`src/rtl/uart_row_parser.sv`:
```
// uart_row_parser: decodes {Y lo, Y hi, 240 pixel bytes, stop} row packets into frame-buffer byte writes and answer bytes.
// Latency: rx_done in cycle t -> fb_we / row_done in t+1; tx_start in t+1 at the earliest.
// Backpressure: single pending answer slot; a newer answer overwrites an unsent one and sets sticky ans_ovf.
// Optional feature macro: PARSER_TIMEOUT_EN (inter-byte gap timeout, aborts the packet with 0x11).
module uart_row_parser #(
  parameter int         BYTE_SIZE_ROW         = 240,
  parameter int         HEIGHT                = 480,
  parameter logic [7:0] STOP_BYTE             = 8'hDD,
  parameter logic [7:0] ANSWER_CODE_TAKE_ROW  = 8'hCC,
  parameter logic [7:0] ANSWER_CODE           = 8'hAA,
  parameter logic [7:0] SUCCESSFULLY_RECEIVED = 8'hFF,
  parameter logic [7:0] NOT_ALL_RECEIVED      = 8'h11,
  parameter int         TIMEOUT_CYCLES        = 500_000
) (
  input  logic        clk,
  input  logic        rst_n,
  input  logic [7:0]  rx_data,
  input  logic        rx_done,
  input  logic        tx_busy,
  output logic        tx_start,
  output logic [7:0]  tx_data,
  output logic        fb_we,
  output logic [16:0] fb_addr,
  output logic [7:0]  fb_wdata,
  output logic        row_done,
  output logic [8:0]  row_y,
  output logic        ans_ovf
);

  typedef enum logic [1:0] {Y_LO, Y_HI, DATA, STOP} state_t;

  localparam logic [9:0] HEIGHT_W   = 10'(HEIGHT);
  localparam logic [7:0] LAST_IDX   = 8'(BYTE_SIZE_ROW - 1);

  state_t      state_q, state_d;
  logic [7:0]  y_lo_q, y_lo_d;
  logic [8:0]  y_q, y_d;
  logic        row_bad_q, row_bad_d;
  logic [16:0] base_q, base_d;
  logic [7:0]  idx_q, idx_d;

  logic        fb_we_q, fb_we_d;
  logic [16:0] fb_addr_q, fb_addr_d;
  logic [7:0]  fb_wdata_q, fb_wdata_d;
  logic        row_done_q, row_done_d;

  logic        pend_vld_q, pend_vld_d;
  logic [7:0]  pend_dat_q, pend_dat_d;
  logic        tx_start_q, tx_start_d;
  logic [7:0]  tx_data_q, tx_data_d;
  logic        ans_ovf_q, ans_ovf_d;

  // Answer request produced by the FSM output logic for this cycle.
  logic        ans_req;
  logic [7:0]  ans_code;
  logic [8:0]  y_full;
  logic [16:0] y_ext;
  logic        can_launch;
  logic        timeout;

  assign y_full = {rx_data[0], y_lo_q};
  assign y_ext  = {8'b0, y_full};

`ifdef PARSER_TIMEOUT_EN
  localparam int CW = $clog2(TIMEOUT_CYCLES + 1);
  localparam logic [CW-1:0] GAP_LAST = CW'(TIMEOUT_CYCLES - 1);

  logic [CW-1:0] gap_q, gap_d;

  // Gap counter: idle in Y_LO, restarts on every received byte.
  always_comb begin
    gap_d = gap_q + 1'b1;
    if (state_q == Y_LO || rx_done || timeout) begin
      gap_d = '0;
    end
  end

  assign timeout = (state_q != Y_LO) && !rx_done && (gap_q == GAP_LAST);

  // Gap counter register.
  always_ff @(posedge clk or negedge rst_n) begin
    if (!rst_n) begin
      gap_q <= '0;
    end else begin
      gap_q <= gap_d;
    end
  end
`else
  assign timeout = 1'b0;
`endif

  // FSM state register.
  always_ff @(posedge clk or negedge rst_n) begin
    if (!rst_n) begin
      state_q <= Y_LO;
    end else begin
      state_q <= state_d;
    end
  end

  // FSM next state: advances only on a received byte, or falls back on timeout.
  always_comb begin
    state_d = state_q;
    if (rx_done) begin
      case (state_q)
        Y_LO:    state_d = Y_HI;
        Y_HI:    state_d = DATA;
        DATA:    state_d = (idx_q == LAST_IDX) ? STOP : DATA;
        STOP:    state_d = Y_LO;
        default: state_d = Y_LO;
      endcase
    end else if (timeout) begin
      state_d = Y_LO;
    end
  end

  // FSM outputs: row bookkeeping, frame-buffer write and the answer to queue.
  always_comb begin
    y_lo_d     = y_lo_q;
    y_d        = y_q;
    row_bad_d  = row_bad_q;
    base_d     = base_q;
    idx_d      = idx_q;
    fb_we_d    = 1'b0;
    fb_addr_d  = fb_addr_q;
    fb_wdata_d = fb_wdata_q;
    row_done_d = 1'b0;
    ans_req    = 1'b0;
    ans_code   = 8'h00;
    if (rx_done) begin
      case (state_q)
        Y_LO: begin
          y_lo_d   = rx_data;
          ans_req  = 1'b1;
          ans_code = ANSWER_CODE_TAKE_ROW;
        end
        Y_HI: begin
          y_d       = y_full;
          row_bad_d = ({1'b0, y_full} >= HEIGHT_W);
          // y*240 as a shift-subtract; never wraps for y < 512.
          base_d    = (y_ext << 8) - (y_ext << 4);
          idx_d     = 8'h00;
          ans_req   = 1'b1;
          ans_code  = ANSWER_CODE_TAKE_ROW;
        end
        DATA: begin
          if (!row_bad_q) begin
            fb_we_d    = 1'b1;
            fb_addr_d  = base_q + {9'b0, idx_q};
            fb_wdata_d = rx_data;
          end
          idx_d    = idx_q + 8'd1;
          ans_req  = 1'b1;
          ans_code = ANSWER_CODE;
        end
        STOP: begin
          ans_req = 1'b1;
          idx_d   = 8'h00;
          if (rx_data == STOP_BYTE && !row_bad_q) begin
            ans_code   = SUCCESSFULLY_RECEIVED;
            row_done_d = 1'b1;
          end else begin
            ans_code = NOT_ALL_RECEIVED;
          end
        end
        default: ;
      endcase
    end else if (timeout) begin
      idx_d    = 8'h00;
      ans_req  = 1'b1;
      ans_code = NOT_ALL_RECEIVED;
    end
  end

  // Answer slot: launch the pending byte first; an empty slot lets a new answer go straight out.
  always_comb begin
    can_launch = !tx_busy && !tx_start_q;
    pend_vld_d = pend_vld_q;
    pend_dat_d = pend_dat_q;
    tx_start_d = 1'b0;
    tx_data_d  = tx_data_q;
    ans_ovf_d  = ans_ovf_q;
    if (pend_vld_q && can_launch) begin
      tx_start_d = 1'b1;
      tx_data_d  = pend_dat_q;
      pend_vld_d = ans_req;
      if (ans_req) begin
        pend_dat_d = ans_code;
      end
    end else if (ans_req) begin
      if (!pend_vld_q && can_launch) begin
        tx_start_d = 1'b1;
        tx_data_d  = ans_code;
      end else begin
        pend_vld_d = 1'b1;
        pend_dat_d = ans_code;
        if (pend_vld_q) begin
          ans_ovf_d = 1'b1;
        end
      end
    end
  end

  // Datapath and output registers.
  always_ff @(posedge clk or negedge rst_n) begin
    if (!rst_n) begin
      y_lo_q     <= 8'h00;
      y_q        <= 9'h000;
      row_bad_q  <= 1'b0;
      base_q     <= 17'h0;
      idx_q      <= 8'h00;
      fb_we_q    <= 1'b0;
      fb_addr_q  <= 17'h0;
      fb_wdata_q <= 8'h00;
      row_done_q <= 1'b0;
      pend_vld_q <= 1'b0;
      pend_dat_q <= 8'h00;
      tx_start_q <= 1'b0;
      tx_data_q  <= 8'h00;
      ans_ovf_q  <= 1'b0;
    end else begin
      y_lo_q     <= y_lo_d;
      y_q        <= y_d;
      row_bad_q  <= row_bad_d;
      base_q     <= base_d;
      idx_q      <= idx_d;
      fb_we_q    <= fb_we_d;
      fb_addr_q  <= fb_addr_d;
      fb_wdata_q <= fb_wdata_d;
      row_done_q <= row_done_d;
      pend_vld_q <= pend_vld_d;
      pend_dat_q <= pend_dat_d;
      tx_start_q <= tx_start_d;
      tx_data_q  <= tx_data_d;
      ans_ovf_q  <= ans_ovf_d;
    end
  end

  assign tx_start = tx_start_q;
  assign tx_data  = tx_data_q;
  assign fb_we    = fb_we_q;
  assign fb_addr  = fb_addr_q;
  assign fb_wdata = fb_wdata_q;
  assign row_done = row_done_q;
  assign row_y    = y_q;
  assign ans_ovf  = ans_ovf_q;

endmodule

```
`config.mk`:
```
export PLATFORM = sky130hd
export DESIGN_NAME = uart_row_parser
export DESIGN_NICKNAME = d
export VERILOG_FILES = /design/src/rtl/uart_row_parser.sv
export SDC_FILE = /design/constraint.sdc
export NUM_CORES = 1
export LEC_CHECK = 0
export BUFFER_PORTS_ARGS = -buffer_cell sky130_fd_sc_hd__clkbuf_2
export CORE_MARGIN = 2
export CORE_UTILIZATION = 57
export DETAILED_ROUTE_END_ITERATION = 8
export GPL_TIMING_DRIVEN = 0
export PLACE_DENSITY = 0.8
export SLEW_MARGIN = 40
export SYNTH_ARGS = -nofsm -noshare
export SYNTH_HDL_FRONTEND = slang
export SYNTH_SLANG_ARGS = --single-unit
```
`constraint.sdc`:
```
create_clock -name clk -period 2.2 [get_ports clk]
set_clock_uncertainty 0.1 [all_clocks]
set_input_delay 0 -clock clk [delete_from_list [all_inputs] [get_ports clk]]
set_output_delay 0 -clock clk [all_outputs]
set_load 0.03 [all_outputs]
```
* Word level (Yosys, flattened, before mapping) *
Cells that the tools add are included.

storage, ports and cells
  bits in registers = 91
  input bits = 12
  word-level logic and storage cells = 78

operators by class
  add/sub/neg operators = 3
  magnitude comparators = 1
  eq/ne operators = 6
  muxes and demuxes = 27
  bitwise operators = 3
  reductions and logical operators = 23

operators with widths
  cell                                                 count
  2-to-1 mux 8 bit                                     9
  case mux 8 bit (3 select lines)                      1
  adder 17 x 8 -> 17 bit                               1
  subtractor 17 x 13 -> 17 bit                         1
  equality test 8 bit, second input constant           2
  case mux 8 bit (2 select lines)                      1
  2-to-1 mux 1 bit                                     15
  AND reduction 2 bit                                  6
  >= comparator 9 bit, second input constant           1
  adder 8 x 1 -> 8 bit, second input constant          1
  case mux 2 bit (4 select lines)                      1
  nonzero test 2 bit                                   3
  equality test 2 bit, second input constant           2
  logical AND 1 bit                                    4
  logical NOT 1 bit                                    4
  AND reduction 4 bit                                  1
  OR reduction 2 bit                                   2
  OR reduction 4 bit                                   1
  NOT 1 bit                                            3
  AND reduction 3 bit                                  1
  equality test 2 x 1 -> 1 bit, second input constant  1
  logical NOT 2 bit                                    1
  != test 2 bit, second input constant                 1

* Logic depth before layout (Yosys ltp) *
  depth after elaboration = 8
  gate-level depth with buffers = 8
  mapped depth without buffers = 7

* Worst setup path before layout *
No wires, ideal clock.

  kind = register to register
  start = register y_lo_q[5]
  end = register base_q[15]
  library setup time = 0.082 ns
  data arrival time = 1.800 ns
  required time = 2.018 ns
  path slack = 0.218 ns
  cell stages (with the launch flop) = 8
  path buffers = 0
  clock period less this slack = 1.982 ns
  path through = dfrtp_1 -> inv_1 -> ha_1 -> a21o_1 -> a21oi_2 -> a21oi_2 -> or4_1 -> a31oi_1

on the way
  longest elaborated chain between the ends = 1

ends and longest elaborated chain
  element                       line  source
  start: declaration            36    logic [7:0] y_lo_q, y_lo_d;
  start signal: assignment      222   y_lo_q <= y_lo_d;
  subtractor 17 x 13 -> 17 bit  141   base_d = (y_ext << 8) - (y_ext << 4);
  end signal: assignment        225   base_q <= base_d;
  end: declaration              39    logic [16:0] base_q, base_d;

No other way between the ends.
A chain may end at the register's enable or synchronous reset.

* Final worst setup path *
  start = register y_lo_q[5]
  end = register base_q[13]

The elaborated chain is that of the path after synthesis.

==> results by stage <==
Run status:
- The flow ran to the end, and the final reports show no timing, DRC or antenna violations.

STA:
- The highest clock frequency the design can meet is ~0.48 GHz.
- The setup slack of the critical path after layout is around 0.11 ns.
- The final worst-path cycle share is 0.951.
- The number of failing hold endpoints at the final stage is 0.
- Setup violations remaining at the end of the flow were counted as 0.
- At the pin with the least slew margin, the transition time is 0.548 ns.
- The worst-case headroom to the max-slew limit is 0.632.
- Subtracting the final worst setup slack from the clock period gives roughly 2.1 ns.
- Setup repair after global routing left no endpoint under its margin.
- The max-slew violation count is 0.
- Final hold analysis gives a worst-case slack of about 0.080 ns.

Yosys:
- Counting every net in the synthesized netlist gives between 300 and 400.
- The mean post-synth cell area is ~10 um2.
- In this run, synthesis inferred 0 flip-flops with an integrated enable.
- The sequential element share of the synthesized area is 0.517.
- The cell area after technology mapping is between 3000 and 4000 um2.
- In this run, distinct cell masters in the synthesized netlist total 46.
- The post-synthesis compound-gate area fraction is 0.114.
- After synthesis, the largest family of logic cells by area is simple AND/OR/NAND/NOR gates.
- In the post-synthesis netlist, the biggest area contributors are sky130_fd_sc_hd__dfrtp_1 (52%), sky130_fd_sc_hd__mux2_2 (6.9%), sky130_fd_sc_hd__ha_1 (5.6%).
- The area share of fa/ha/maj cells after synthesis is 0.0617.
- The async set-reset flop share out of synthesis is 1.00.
- The biggest area contributor in the post-synthesis netlist is sky130_fd_sc_hd__dfrtp_1.
- The synthesized netlist cell count is 360.
- The portion of netlist area occupied by mux cells is 0.0713.
- Among all flip-flop cells after synthesis, the most frequent one is sky130_fd_sc_hd__dfrtp_1.
- The most common cell in the synthesized netlist is sky130_fd_sc_hd__dfrtp_1.
- The post-synthesis share of cell area spent on and, or, nand and nor gates is 0.149.
- During synthesis, Yosys emitted a total of 0 warnings.
- Counting flops and latches in the post-synthesis netlist gives 78.
- Of the total synthesized cell area, the portion taken by XOR and XNOR cells is 0.0534.
- Of the post-synthesis cell area, the dominant cell type holds 0.517.
- Ranked by instance count, the synthesized netlist is headed by sky130_fd_sc_hd__dfrtp_1 (78), sky130_fd_sc_hd__nand2_1 (56), sky130_fd_sc_hd__o21ai_0 (36).

Final layout:
- The number of cells in the finished layout apart from fillers is 525.
- The fraction of final layout cells sized beyond drive strength 1 is 0.275.
- The number of antenna diodes in the final layout is 0.
- Compared with the post-synthesis result, the final layout area differs by 21.4%.
- The net count of the finished layout is between 400 and 500.

Routing:
- In the detailed route, the total length drawn on met3 is 339 um.
- The first routing iteration left slightly below 90 violations.
- The total met2 wirelength after detailed routing is a little under 4000 um.
- The detailed router put a total of between 3000 and 4000 um of wire on met1.
- Summing over every cut layer, the via total after detailed routing is 2943.
- The remaining number of nets flagged by the antenna check after routing is 0.
- For this run, design rule violations remaining after detail routing come to 0.
- After detailed routing, the average wire length per cell comes to about 15 um.
- The total wire length after detailed routing is about 8000 um.
- The number of vias per cell after detailed routing is 5.61.
- The highest layer touched by signal routing is met4.
- The detailed-routing iteration count for the pre-antenna-repair pass is 4.

Worst setup path:
- For the worst setup path, the data arrival time is ~2.3 ns.
- The maximum net fanout on the critical path is 6.
- The critical path is of the flop to flop type.
- The critical path required time is around 2.4 ns.
- The worst setup path is captured at a flop.
- The worst-case reg-to-reg path depth is 7.
- The element type at the critical path start is a flop.

Power:
- The cell area power density is roughly 1500 nW/um2.
- Across the VDD grid, the largest voltage drop is roughly 0.00085 V.
- For this design the static power due to leakage is 2.25 nW.
- The total power is 0.00672 W.

Global route:
- The global-route wire length before repair is 13400 um.
- The number of antenna violations at the first check in global routing is 0.
- The pin count of the biggest net entering global routing is 53.
- For this run, the total global-route usage over all layers was measured as 0.234.
- The via count of the first global-routing pass was approximately 3000.
- After global routing the overflow that remains totals 0.

Die:
- The core region is 6390 um2.
- The die outline height is between 80 and 90 um.
- The area of the die is roughly 7300 um2.
- The number of placed I/O pins is just under 60.
- In this run the core area contains 29 standard-cell rows.
- The floorplan die width is about 85 um.
- The initial standard-cell utilization of the core is 0.591.

Clock tree:
- Clock-pin slew was measured on the worst setup and hold paths at roughly 0.08 ns.
- TritonCTS built the clock tree.
- In this run the clock root is driven by a sky130_fd_sc_hd__clkbuf_8.
- The clock net sink count is 78.
- Counting the buffers created by CTS gives 9.
- The H-tree was split into 3 levels.
- The clock reaches the later pin of the worst-skew pair after 0.35 ns.
- The maximum buffer depth of the clock tree is 2.

Min path:
- Along the worst hold path, the cell count comes to 3.
- The min-delay analysis places its worst path in the category primary input to flop.

Placed design:
- Timing analysis after detailed placement gives a worst setup slack of -0.0148 ns.
- The number of placed instances with taps included is roughly 490.
- Buffers placed on the I/O ports in this run total between 50 and 60.
- The routability congestion estimate from global placement is a little under 0.9.
- After legalization and detailed placement, the total HPWL measured about 5600 um.

Job:
- The number of violations of the max-capacitance limit is 0.
[where the power goes]
part / leakage (nW) / switching (W) / internal, W
Sequential: 0.972 / 0.000496 / 0.00202
Clock: 0.110 / 0.000500 / 0.000667
Combinational: 1.17 / 0.00186 / 0.00117
[what timing repair did]
item	in CTS	in global routing
hold buffers	13	0
setup endpoints to repair	2	17
setup buffers	0	2
gates resized for setup	2	11
hold endpoints to repair	96	0
cloned	0	0
pin swaps	0	1
[layout make-up]
type / instances / area, um2
flip-flops and latches: 78 / 1950
fillers: 470 / 1800
multi-input cells: 254 / 1730
repair buffers: 72 / 457
clock buffers: 12 / 145
well taps: 77 / 96.3
plain buffers: 17 / 90.1
clock inverters: 4 / 70.1
inverters: 11 / 41.3
[sequential cells by signal, summed over array words and instances (netlist names)]
name	count
base_q	12
tx_data	4
y_lo_q	8
fb_we	1
idx_q	8
tx_start	1
fb_addr	17
pend_dat_q	4
pend_vld_q	1
state_q	2
row_y	9
ans_ovf	1
row_bad_q	1
row_done	1
fb_wdata	8
[worst max-delay path: stages, from the launching register on]
cell,delay [ns]
sky130_fd_sc_hd__dfrtp_2,0.45
sky130_fd_sc_hd__inv_2,0.10
sky130_fd_sc_hd__ha_4,0.22
sky130_fd_sc_hd__a21o_1,0.19
sky130_fd_sc_hd__a21oi_2,0.18
sky130_fd_sc_hd__a21oi_2,0.10
sky130_fd_sc_hd__or4_1,0.49
sky130_fd_sc_hd__a31oi_1,0.19
[final timing paths]
kind                                start  slack [ns]           to
max in group asynchronous           rst_n        1.30  fb_addr[10]
worst max-delay path            y_lo_q[5]        0.11   base_q[13]
min in group asynchronous           rst_n        0.11  fb_addr[15]
worst min-delay path              rx_done        0.08     tx_start
worst max register to register  y_lo_q[5]        0.11   base_q[13]
worst min register to register    ans_ovf        0.38      ans_ovf
[routing by layer]
layer / up-vias / track usage
met5: - / 0
met4: 0 / 0.0808
met3: 16 / 0.0506
met2: 88 / 0.388
met1: 1428 / 0.306
li1: 1411 / -
[kinds of logic after synthesis]
family                   count (synthesis)
AND/OR/NAND/NOR                        118
flip-flops                              78
AO/OA/AOI/OAI                           71
buffers and inverters                   28
multiplexers                            24
XOR/XNOR                                23
adder cells (fa/ha/maj)                 18
[cells in the final DEF, fill, tap and decap left out, types with 11 or more instances in the layout]
master and n:
sky130_fd_sc_hd__nand2_1 56, sky130_fd_sc_hd__dfrtp_1 76, sky130_fd_sc_hd__nor2_1 25, sky130_fd_sc_hd__ha_1 14
sky130_fd_sc_hd__dlygate4sd3_1 12, sky130_fd_sc_hd__mux2_2 23, sky130_fd_sc_hd__clkbuf_8 11, sky130_fd_sc_hd__xor2_1 13
sky130_fd_sc_hd__o21ai_0 36, sky130_fd_sc_hd__clkbuf_2 57
[per-stage QoR]
stage | instance area (um2) | util | setup TNS, ns
6_report | 4580 | 0.717 | 0
5_1_grt | 4580 | 0.717 | 0
4_1_cts | 4550 | 0.712 | 0
3_5_place_dp | 4190 | 0.656 | -0.0148
3_3_place_gp | 4150 | 0.650 | 0
2_1_floorplan | 3770 | - | 0
Power figures use the tool's default switching activity.
